--- config.mk ---
export PLATFORM = sky130hd
export DESIGN_NAME = demux4_1_stream
export DESIGN_NICKNAME = d
export VERILOG_FILES = /design/src/rtl/demux4_1_stream.sv
export SDC_FILE = /design/constraint.sdc
export NUM_CORES = 1
export LEC_CHECK = 0
export CORE_UTILIZATION = 43
export DETAILED_ROUTE_END_ITERATION = 7
export DONT_BUFFER_PORTS = 1
export SYNTH_ARGS = -nofsm -noshare
export SYNTH_HDL_FRONTEND = slang
export SYNTH_SLANG_ARGS = --single-unit
--- constraint.sdc ---
create_clock -name clk -period 3.2 [get_ports clk]
set_input_delay 0.48 -clock clk [delete_from_list [all_inputs] [get_ports clk]]
set_output_delay 0.48 -clock clk [all_outputs]
set_load 0.01 [all_outputs]
--- src/rtl/demux4_1_stream.sv ---
// 1-to-4 stream steering unit: one input word per handshake is routed by in_sel
// into one of four independent 1-entry output channels, each with its own delivery counter.
module demux4_1_stream #(
  parameter int WIDTH = 16,
  parameter int CNT_W = 8
) (
  input  logic             clk,
  input  logic             rst_n,
  input  logic             in_valid,
  output logic             in_ready,
  input  logic [1:0]       in_sel,
  input  logic [WIDTH-1:0] in_data,
  output logic             a_valid,
  output logic             b_valid,
  output logic             c_valid,
  output logic             d_valid,
  input  logic             a_ready,
  input  logic             b_ready,
  input  logic             c_ready,
  input  logic             d_ready,
  output logic [WIDTH-1:0] a_data,
  output logic [WIDTH-1:0] b_data,
  output logic [WIDTH-1:0] c_data,
  output logic [WIDTH-1:0] d_data,
  output logic [CNT_W-1:0] a_cnt,
  output logic [CNT_W-1:0] b_cnt,
  output logic [CNT_W-1:0] c_cnt,
  output logic [CNT_W-1:0] d_cnt
);

  logic [3:0]       ready_s;
  logic [3:0]       load_s;
  logic [3:0]       deliver_s;
  logic [3:0]       valid_q;
  logic [3:0]       valid_d;
  logic [WIDTH-1:0] data_q [4];
  logic [WIDTH-1:0] data_d [4];
  logic [CNT_W-1:0] cnt_q  [4];
  logic [CNT_W-1:0] cnt_d  [4];

  assign ready_s = {d_ready, c_ready, b_ready, a_ready};

  // A full channel can still accept when its consumer drains it in the same cycle.
  assign in_ready = ~valid_q[in_sel] | ready_s[in_sel];

  // Per-channel next state: load, drain, hold, and delivery counting
  always_comb begin
    for (int i = 0; i < 4; i++) begin
      load_s[i]    = in_valid & in_ready & (in_sel == 2'(i));
      deliver_s[i] = valid_q[i] & ready_s[i];
      valid_d[i]   = load_s[i] | (valid_q[i] & ~ready_s[i]);
      if (load_s[i]) begin
        data_d[i] = in_data;
      end else begin
        data_d[i] = data_q[i];
      end
      if (deliver_s[i]) begin
        cnt_d[i] = cnt_q[i] + {{(CNT_W-1){1'b0}}, 1'b1};
      end else begin
        cnt_d[i] = cnt_q[i];
      end
    end
  end

  // Channel holding registers and counters
  always_ff @(posedge clk or negedge rst_n) begin
    if (!rst_n) begin
      valid_q <= 4'b0000;
      for (int i = 0; i < 4; i++) begin
        data_q[i] <= {WIDTH{1'b0}};
        cnt_q[i]  <= {CNT_W{1'b0}};
      end
    end else begin
      valid_q <= valid_d;
      for (int i = 0; i < 4; i++) begin
        data_q[i] <= data_d[i];
        cnt_q[i]  <= cnt_d[i];
      end
    end
  end

  assign a_valid = valid_q[0];
  assign b_valid = valid_q[1];
  assign c_valid = valid_q[2];
  assign d_valid = valid_q[3];
  assign a_data  = data_q[0];
  assign b_data  = data_q[1];
  assign c_data  = data_q[2];
  assign d_data  = data_q[3];
  assign a_cnt   = cnt_q[0];
  assign b_cnt   = cnt_q[1];
  assign c_cnt   = cnt_q[2];
  assign d_cnt   = cnt_q[3];

endmodule

==> impl_metrics.env <==
export IMPL_status="finished, final reports clean"
export IMPL_yosys_warnings=0
export IMPL_crit_type="flip-flop to output pin"
export IMPL_postCtsSetupRepairBufs=0
export IMPL_synth_area_top_cells="dfrtp_1, mux2_2, xnor2_1"
export IMPL_async_flop_share=1.000
export IMPL_synth_cell_types=26
export IMPL_routabilityCongestion=0.7451
export IMPL_drive_gt1_frac=0.3309
export IMPL_syn_inst=264
export IMPL_cts_resized_gates=0
export IMPL_die_area_sq_mm=0.009778
export IMPL_cts_buffers=9
export IMPL_min_path_type="input pin to async pin"
export IMPL_h_tree_depth=3
export IMPL_synth_edf_count=0
export IMPL_pwr_share_clk=0.247
export IMPL_end_kind="output pin"
export IMPL_wirelength_mm=7.470
export IMPL_dpl_hpwl_mm=4.985
export IMPL_layout_cells_non_filler=383
export IMPL_core_sq_mm=0.008891
export IMPL_rsz0062_at_grt="no"
export IMPL_power_frac_comb=0.132
export IMPL_grt_pass1_wl_mm=12.03
export IMPL_final_util=0.4882
export IMPL_internal_power_uw=2167
export IMPL_cts_sinks=100
export IMPL_clk_latency_ps=350
export IMPL_slew_violations=0
export IMPL_cts_tree="yes"
export IMPL_yosysTopAreaCellShare=0.6200
export IMPL_setup_viol=0
export IMPL_gr_total_overflow=0
export IMPL_rows=34
export IMPL_hold_viol=0
export IMPL_max_freq_mhz=495.8
export IMPL_diodes=0
export IMPL_grt_use_total=0.1610
export IMPL_skew_ps=9.737
export IMPL_cap_violations=0
export IMPL_nets=299
export IMPL_clockBufferDepth=2
export IMPL_drt_pass1_iter_count=4
export IMPL_yosysTopAreaCell="dfrtp_1"
export IMPL_clockRootBuffer="clkbuf_8"
export IMPL_vias_per_cell=5.386
export IMPL_vias=2063
export IMPL_p_seq_frac=0.621
export IMPL_tns_ps=0
export IMPL_design_area_sq_mm=0.004340
export IMPL_fp_dieH_microns=98.89
export IMPL_peakVddDrop_uv=268.0
export IMPL_syn_num_nets=293
export IMPL_total_power_uw=3156
export IMPL_synth_area_sq_mm=0.004036
export IMPL_synth_seq_area_share=0.6200
export IMPL_fillers=795
export IMPL_initial_core_util=0.4540
export IMPL_io_buffers=0
export IMPL_synthFlopType="dfrtp_1"
export IMPL_placed_cell_area_sq_mm=0.004120
export IMPL_cp_arrival_ps=1540
export IMPL_antenna_found_initial=0
export IMPL_grt_max_degree=101
export IMPL_p_leak_uw=0.001899
export IMPL_top_level_ports=126
export IMPL_ys_ff_latch=100
export IMPL_tightestPinTransition_ps=565.0
export IMPL_cp_slowest_cell="mux4_1"
export IMPL_critical_path_startpoint_type="flip-flop"
export IMPL_grt_pass1_vias=2197
export IMPL_drtAntennaViolNets=0
export IMPL_syn2layout_area_growth_pct=7.532
export IMPL_switching_share=0.3133
export IMPL_wl_per_cell_microns=19.50
export IMPL_cts_clk_slew_worst_paths_ps=90
export IMPL_slowest_delay_ps=610
export IMPL_critPathRequiredTime_ps=2720
export IMPL_p_switching_uw=988.7
export IMPL_drt_iter0_markers=58
export IMPL_slew_headroom=0.6229
export IMPL_worst_path_max_fanout=4
export IMPL_period_minus_slack_ps=2017
export IMPL_crit_chain="nand2b_1 -> mux4_1"
export IMPL_post_route_period_util=0.6303
export IMPL_place_inst=366
export IMPL_fp_dieW_microns=98.89
export IMPL_power_density_mw_per_mm2=727.1
export IMPL_route_detailed_drc=0
export IMPL_synth_area_per_cell_sq_um=15.29
[cells by family after synthesis]
group / synth area share
AO/OA/AOI/OAI: 0.002480
XOR/XNOR: 0.06076
adder cells (fa/ha/maj): 0.01240
buffers and inverters: 0.01891
flip-flops: 0.6200
multiplexers: 0.2055
AND/OR/NAND/NOR: 0.07997
[cell usage after synthesis, types with 2 or more instances]
master and instances:
clkbuf_1 4, mux2_2 56, xnor2_1 22, ha_1 4
nand2b_1 4, and3_1 8, buf_6 3, nand2_2 2
mux2_1 2, nand4_1 14, nand2_1 11, nand3_1 2
dfrtp_1 100, mux2_4 10, and2_1 4, nor3b_4 2
xor2_1 6, o21ai_0 2
[routing by layer]
metal | track usage | share of wire
met1 | 0.2029 | 0.41
met2 | 0.2388 | 0.47
met3 | 0.08085 | 0.11
met4 | 0.05741 | 0.012
met5 | 0 | 0
[stage by stage]
step / hold slack, ps / worst slack (ps)
after global routing: 66.42 / 1117
after floorplan: 184.4 / 1537
final: 52.29 / 1183
after global placement: 186.8 / 1262
after detailed placement: 186.9 / 1245
after CTS: 54.18 / 1149
[cell type report]
cell class / count / area [sq um] / share of cell area
Multi-Input combinational cell: 155 / 1460 / 0.3364
Clock inverter: 6 / 65.06 / 0.01499
Sequential cell: 100 / 2502 / 0.5765
Tap cell: 108 / 135.1 / 0.03113
Timing Repair Buffer: 4 / 50.05 / 0.01153
Clock buffer: 10 / 127.6 / 0.02940
[timing repair]
action                                  in CTS  in global routing
endpoints found under the setup margin       0                  0
hold endpoints to repair                   100                  0
hold buffers                                 1                  0
[path summary, 6_finish.rpt]
check / from / to / slack [ps] / depth (start not counted)
worst min-delay path: rst_n / d_cnt[5] / 50 / 1
worst max-delay path: valid_q[0] / in_ready / 1180 / 2
worst min register to register: c_cnt[7] / c_cnt[7] / 530 / 1
worst max register to register: valid_q[2] / c_data[10] / 1320 / 4
min in group clk: in_sel[1] / valid_q[1] / 260 / 1
max in group asynchronous: rst_n / b_data[10] / 2770 / 1
[worst max-delay path: cells and delay by family (launching register included)]
kind | cells | cell delay [ps]
simple gates | 1 | 140
mux | 1 | 610
flops | 1 | 440
[cells in the final DEF, fill, tap and decap left out, types with 2 or more instances in the layout]
master      n
nand4_1    14
buf_4       3
o21ai_0     2
nand3_1     2
dfrtp_1   100
nand2_1    11
mux2_4     10
nand2b_1    4
nand2_2     2
mux2_2     56
ha_1        4
xor2_1      6
xnor2_1    22
clkbuf_8    9
mux2_1      2
clkinv_4    2
and2_1      4
and3_1      8
clkinv_2    2
nor3b_4     2
[flip-flops by register name, summed over array words and instances, names as in the netlist]
register	flops
a_data	16
d_data	16
a_cnt	8
c_cnt	8
d_cnt	8
c_data	16
b_cnt	8
valid_q	4
b_data	16
[power by group through the flow]
stage,sequential [uW],clock (uW),combinational (uW)
4_1_cts,1970,821,426
3_5_place_dp,1990,0,396
6_report,1960,781,417
3_3_place_gp,1990,0,380
5_1_grt,2010,867,470
2_1_floorplan,1900,0,353
No activity file was read; power rests on OpenSTA's default activity.
